--- config.mk ---
export PLATFORM = sky130hd
export DESIGN_NAME = fwd_hazard_ctrl
export DESIGN_NICKNAME = d
export VERILOG_FILES = /design/src/rtl/fwd_hazard_ctrl_pkg.sv /design/src/rtl/fwd_hazard_ctrl_match.sv /design/src/rtl/fwd_hazard_ctrl.sv
export SDC_FILE = /design/constraint.sdc
export NUM_CORES = 1
export LEC_CHECK = 0
export BUFFER_PORTS_ARGS = -buffer_cell sky130_fd_sc_hd__buf_4
export CORE_UTILIZATION = 52
export DETAILED_ROUTE_END_ITERATION = 6
export PLACE_DENSITY = 0.75
export SLEW_MARGIN = 10
export SYNTH_ARGS = -nofsm -noshare
export SYNTH_HDL_FRONTEND = slang
export SYNTH_SLANG_ARGS = --single-unit
--- constraint.sdc ---
create_clock -name clk -period 6.5 [get_ports clk]
set_input_delay 1.3 -clock clk [delete_from_list [all_inputs] [get_ports clk]]
set_output_delay 1.3 -clock clk [all_outputs]
set_load 0.02 [all_outputs]
--- src/rtl/fwd_hazard_ctrl_pkg.sv ---
// fwd_hazard_ctrl_pkg: shared select codes, register width and EXE slot tag type
package fwd_hazard_ctrl_pkg;
    localparam int REG_AW = 5;
    localparam logic [1:0] SEL_VAL = 2'b00;
    localparam logic [1:0] SEL_MEM = 2'b01;
    localparam logic [1:0] SEL_WB  = 2'b10;
    typedef struct packed {
        logic [REG_AW-1:0] src1;
        logic [REG_AW-1:0] src2;
        logic              two_src;
        logic [REG_AW-1:0] dest;
        logic              wb_en;
        logic              mem_read;
    } slot_t;
endpackage

--- src/rtl/fwd_hazard_ctrl_match.sv ---
// fwd_match: a producer tag matches a source when it writes a nonzero register equal to that source
module fwd_match
    import fwd_hazard_ctrl_pkg::*;
#(
    parameter int AW = REG_AW
) (
    input  logic          i_wb_en,
    input  logic [AW-1:0] i_dest,
    input  logic [AW-1:0] i_src,
    output logic          o_match
);
    assign o_match = i_wb_en && (i_dest != '0) && (i_dest == i_src);
endmodule

--- src/rtl/fwd_hazard_ctrl.sv ---
// fwd_hazard_ctrl: shadows EXE/MEM/WB tags to drive EXE forwarding selects, the IF/ID
// hazard stall and a saturating stall-cycle counter
module fwd_hazard_ctrl
    import fwd_hazard_ctrl_pkg::*;
#(
    parameter int REG_AW = fwd_hazard_ctrl_pkg::REG_AW,
    parameter int CNT_W  = 16
) (
    input  logic              clk,
    input  logic              rst,
    input  logic              i_fwd_en,
    input  logic              i_freeze,
    input  logic              i_flush,
    input  logic              i_id_valid,
    input  logic [REG_AW-1:0] i_id_src1,
    input  logic [REG_AW-1:0] i_id_src2,
    input  logic              i_id_two_src,
    input  logic [REG_AW-1:0] i_id_dest,
    input  logic              i_id_wb_en,
    input  logic              i_id_mem_read,
    output logic [1:0]        o_src1_sel,
    output logic [1:0]        o_src2_sel,
    output logic              o_hazard_stall,
    output logic [CNT_W-1:0]  o_stall_count
);
    slot_t             r_exe, w_id;
    logic [REG_AW-1:0] r_mem_dest, r_wb_dest;
    logic              r_mem_wb_en, r_mem_rd, r_wb_wb_en;
    logic [CNT_W-1:0]  r_cnt;
    logic              w_m1, w_w1, w_m2, w_w2, w_e_id1, w_e_id2, w_m_id1, w_m_id2, w_raw;

    // forwarding comparators against the operands now in EXE
    fwd_match #(.AW(REG_AW)) u_m1 (.i_wb_en(r_mem_wb_en), .i_dest(r_mem_dest), .i_src(r_exe.src1), .o_match(w_m1));
    fwd_match #(.AW(REG_AW)) u_w1 (.i_wb_en(r_wb_wb_en), .i_dest(r_wb_dest), .i_src(r_exe.src1), .o_match(w_w1));
    fwd_match #(.AW(REG_AW)) u_m2 (.i_wb_en(r_mem_wb_en), .i_dest(r_mem_dest), .i_src(r_exe.src2), .o_match(w_m2));
    fwd_match #(.AW(REG_AW)) u_w2 (.i_wb_en(r_wb_wb_en), .i_dest(r_wb_dest), .i_src(r_exe.src2), .o_match(w_w2));
    // hazard comparators against the sources waiting in ID
    fwd_match #(.AW(REG_AW)) u_e_id1 (.i_wb_en(r_exe.wb_en), .i_dest(r_exe.dest), .i_src(i_id_src1), .o_match(w_e_id1));
    fwd_match #(.AW(REG_AW)) u_e_id2 (.i_wb_en(r_exe.wb_en), .i_dest(r_exe.dest), .i_src(i_id_src2), .o_match(w_e_id2));
    fwd_match #(.AW(REG_AW)) u_m_id1 (.i_wb_en(r_mem_wb_en), .i_dest(r_mem_dest), .i_src(i_id_src1), .o_match(w_m_id1));
    fwd_match #(.AW(REG_AW)) u_m_id2 (.i_wb_en(r_mem_wb_en), .i_dest(r_mem_dest), .i_src(i_id_src2), .o_match(w_m_id2));

    assign w_id = '{i_id_src1, i_id_src2, i_id_two_src, i_id_dest, i_id_wb_en, i_id_mem_read};

    // a load in MEM has no data yet, so it falls through to the WB check
    assign o_src1_sel = !i_fwd_en ? SEL_VAL :
                        (w_m1 && !r_mem_rd) ? SEL_MEM :
                        w_w1 ? SEL_WB : SEL_VAL;
    assign o_src2_sel = (!i_fwd_en || !r_exe.two_src) ? SEL_VAL :
                        (w_m2 && !r_mem_rd) ? SEL_MEM :
                        w_w2 ? SEL_WB : SEL_VAL;

    assign w_raw = i_fwd_en ? (r_exe.mem_read && (w_e_id1 || (i_id_two_src && w_e_id2)))
                            : (w_e_id1 || w_m_id1 || (i_id_two_src && (w_e_id2 || w_m_id2)));
    assign o_hazard_stall = i_id_valid && w_raw && !i_freeze && !i_flush;
    assign o_stall_count  = r_cnt;

    always_ff @(posedge clk) begin
        if (rst) begin
            r_exe       <= '0;
            r_mem_dest  <= '0;
            r_mem_wb_en <= 1'b0;
            r_mem_rd    <= 1'b0;
            r_wb_dest   <= '0;
            r_wb_wb_en  <= 1'b0;
            r_cnt       <= '0;
        end else if (!i_freeze) begin
            r_wb_dest   <= r_mem_dest;
            r_wb_wb_en  <= r_mem_wb_en;
            r_mem_dest  <= r_exe.dest;
            r_mem_wb_en <= r_exe.wb_en;
            r_mem_rd    <= r_exe.mem_read;
            r_exe       <= (i_flush || o_hazard_stall || !i_id_valid) ? '0 : w_id;
            if (o_hazard_stall && r_cnt != '1)
                r_cnt <= r_cnt + 1'b1;
        end
    end
endmodule

==> metrics.md <==
| Metric | Value |
|---|---|
| DRT iter0 DRCs | `149` |
| Via count | `approximately 2,200` |
| Initial antenna violation count | `0` |
| Biggest area consumer among synthesized cells | `dfxtp_1` |
| DR WL/cell | `15.4 um` |
| Ports | `45` |
| Critical path startpoint category | `input pin` |
| Cells after synthesis | `285` |
| Antenna-violating nets left | `0` |
| Die area | `5360 um^2` |
| Worst r2r src | `r_mem_dest[1]` |
| GRT overflow | `0` |
| Later-pin clock latency in the skew report | `300 ps` |
| Hold path startpoint | `o_stall_count[5]` |
| Yosys Warn Count | `0` |
| Unrepaired setup endpoints after global routing | `false` |
| N_diodes | `0` |
| Setup CP Type | `input pin to output pin` |
| Most common library cells after synthesis | `dfxtp_1 (47), nor2_1 (30), xnor2_1 (28)` |
| Critical Path Max Stage Delay | `550 ps` |
| Hold Path Cell Cnt | `2` |
| Synth unique cells | `43` |
| TritonRoute pass-1 iters | `4` |
| Root buffer cell | `clkbuf_8` |
| Worst rel slew slack | `31.2%` |
| Die H | `73.2 um` |
| Post-synth net total | `310` |
| Core region area | `4790 um^2` |
| Depth of the CTS H-tree | `2` |
| Syn Std Cell Area | `2640 um^2` |
| PortBufs | `44` |
| Final setup vio count | `0` |
| Final non-filler cell total | `383` |
| Number of synthesized register bits | `47` |
| CTS tree | `yes` |
| Fmax | `approximately 0.26 GHz` |
| PwrDens | `181 nW/um^2` |
| DRC violations left | `0` |
| Filler cells | `420` |
| Synthesized area per cell | `9.25 um^2` |
| # rows | `25` |
| Post-synth top area share | `35.7%` |
| Starting density of the core | `between 50% and 60%` |
| Post-layout minimum cycle time | `3910 ps` |
| Layout cell share with drive strength beyond 1 | `27.2%` |
| Worst Hold Class | `flop to flop` |
| Top post-synthesis cells by area | `dfxtp_1 (36%), xnor2_1 (9.3%), mux2i_1 (4.9%)` |
| Worst reg2reg path depth | `6` |
| Fin. Hold Viols | `0` |
| CTS Buf Count | `5` |
| Worst hold endpoint | `o_stall_count[5]` |
| First-pass GRT wire length | `9.58 mm` |
| Sequential share of the synthesized area | `35.7%` |
| Hold_buf cts | `0` |
| Largest net degree at the start of global routing | `53` |
| Most frequent cell after synthesis | `dfxtp_1` |
| CTS Sinks | `47` |
| Cell total after placement | `375` |
| Post-route clock period utilization | `~60%` |
| Status | `finished, final reports clean` |
| Sequence of cells on the critical path | `buf_4, inv_1, o21ai_0, a21oi_1, a22oi_4, nor2_1, buf_4` |
| Synth Flop Type | `dfxtp_1` |
| Worst-Margin Slew | `1030 ps` |
| HPWL Detailed | `approximately 4.1 mm` |
| Total Routed Length | `5.91 mm` |
| Vias per cell | `5.63` |
| Crit-path most repeated cell | `buf_4` |
| Post-CTS Setup Inserts | `0` |
| Area grow syn2layout | `14.8%` |
| Die width | `between 70 and 80 um` |
| Leak Pwr | `between 1 and 1.5 nW` |
| Clock slew at reported path FFs | `80 ps` |
| Slowest cell on crit path | `a22oi_4` |
| Total Negative Setup Slacks | `0 ps` |
| Max-Cap Viols | `0` |
| CTS max path bufs | `2` |
| Worst R2R Setup Slack | `4060 ps` |
| CP Max Fanout | `24` |
| Post-synth EDFFs | `0` |
| Vias in the first global route | `1,971` |
| Max IR drop VDD | `between 0.1 and 0.15 mV` |
| Required @ worst endpoint | `5200 ps` |
| Placer's final routability congestion estimate | `0.812` |
| Layout Skew | `6.76 ps` |
| Post_cts resized | `0` |
| Hold Slack | `504 ps` |
| Total track usage | `23.5%` |
| Critical Path AT | `2610 ps` |
| Post-synth ARST share | `0%` |
| Worst Setup End Kind | `output pin` |
| Final nets | `340` |
| Max Slew Vio Count | `0` |
| Reg2reg end | `r_exe[4]` |
critical path, delay by kind of cell:
family	cells	cell delay, ps
and+or+nand+nor	1	80
AOI/OAI and AO/OA	3	890
buffers and inverters	3	330
routing by layer:
metal	GRT usage (%)	up-vias	part of all wire [%]
met3	4.42	6	3.1
li1	-	1084	-
met2	37.7	41	47
met4	6.97	0	1.0
met1	32.1	1027	48
met5	0	-	0
where the power goes:
| part | internal (mW) | total (mW) | leakage (nW) | switching (mW) |
|---|---|---|---|---|
| Combinational | 0.0263 | 0.0561 | 0.752 | 0.0298 |
| Sequential | 0.291 | 0.296 | 0.380 | 0.00527 |
| Clock | 0.0968 | 0.194 | 0.0505 | 0.0974 |
metrics by stage:
| stage | util, % | power [mW] | instance area, um^2 | worst slack (ps) |
|---|---|---|---|---|
| global route | 63.2 | 0.565 | 3030 | 2410 |
| CTS | 63.2 | 0.552 | 3030 | 2600 |
| detailed placement | 61.1 | 0.359 | 2920 | 2610 |
| global placement | 61.1 | 0.358 | 2920 | 2650 |
| finish | 63.2 | 0.547 | 3030 | 2590 |
| floorplan | - | 0.339 | 2640 | 2670 |
cells in the final DEF, fill, tap and decap left out, types with 2 or more instances in the layout:
master,n
nand4_1,10
nand2_1,9
and2_1,3
mux2i_1,13
nor2_1,30
o22ai_2,2
xnor2_1,28
o31ai_1,8
and3_1,3
or4_1,9
a22oi_1,8
nor2b_1,5
dfxtp_1,47
xor2_1,12
nor2_2,11
o21ai_0,3
mux2_2,5
a21oi_1,12
nand3_1,9
buf_4,44
and4_1,2
a22oi_2,10
nor3_1,4
clkbuf_8,7
nor4_1,7
registers in the layout, summed over array words and instances (netlist names):
register       cells
r_exe             18
o_stall_count     16
r_mem_dest         5
r_wb_dest          5
r_mem_rd           1
r_mem_wb_en        1
r_wb_wb_en         1
worst max-delay path by stage:
stage	startpoint	to	slack (ps)	depth (start not counted)
2_1_floorplan	i_id_src1[4]	o_hazard_stall	2670	7
3_3_place_gp	i_fwd_en	o_hazard_stall	2650	7
3_5_place_dp	i_fwd_en	o_hazard_stall	2610	7
4_1_cts	i_fwd_en	o_hazard_stall	2600	7
5_1_grt	i_fwd_en	o_hazard_stall	2410	7
6_report	i_fwd_en	o_hazard_stall	2590	7
cell type report:
| cell class | count | area (um^2) | area share (%) |
|---|---|---|---|
| tap | 67 | 83.8 | 2.77 |
| clock buffer | 7 | 96.3 | 3.18 |
| timing repair buffer | 44 | 330 | 10.9 |
| clock inverter | 1 | 7.51 | 0.248 |
| sequential | 47 | 941 | 31.1 |
| multi-input combinational | 216 | 1560 | 51.7 |
| inverter | 1 | 3.75 | 0.124 |
logic make-up (layout without fill, tap and decap cells):
kind of cell / after synthesis / in the layout / synth area share [%]
xor+xnor: 40 / 40 / 13.3
mux: 18 / 18 / 7.07
simple gates: 108 / 108 / 22.4
buf+inv: 22 / 53 / 4.98
compound gates: 49 / 49 / 16.1
flops: 47 / 47 / 35.7
fa+ha+maj: 1 / 1 / 0.475
Note: power is estimated with default switching activity, not from simulation.
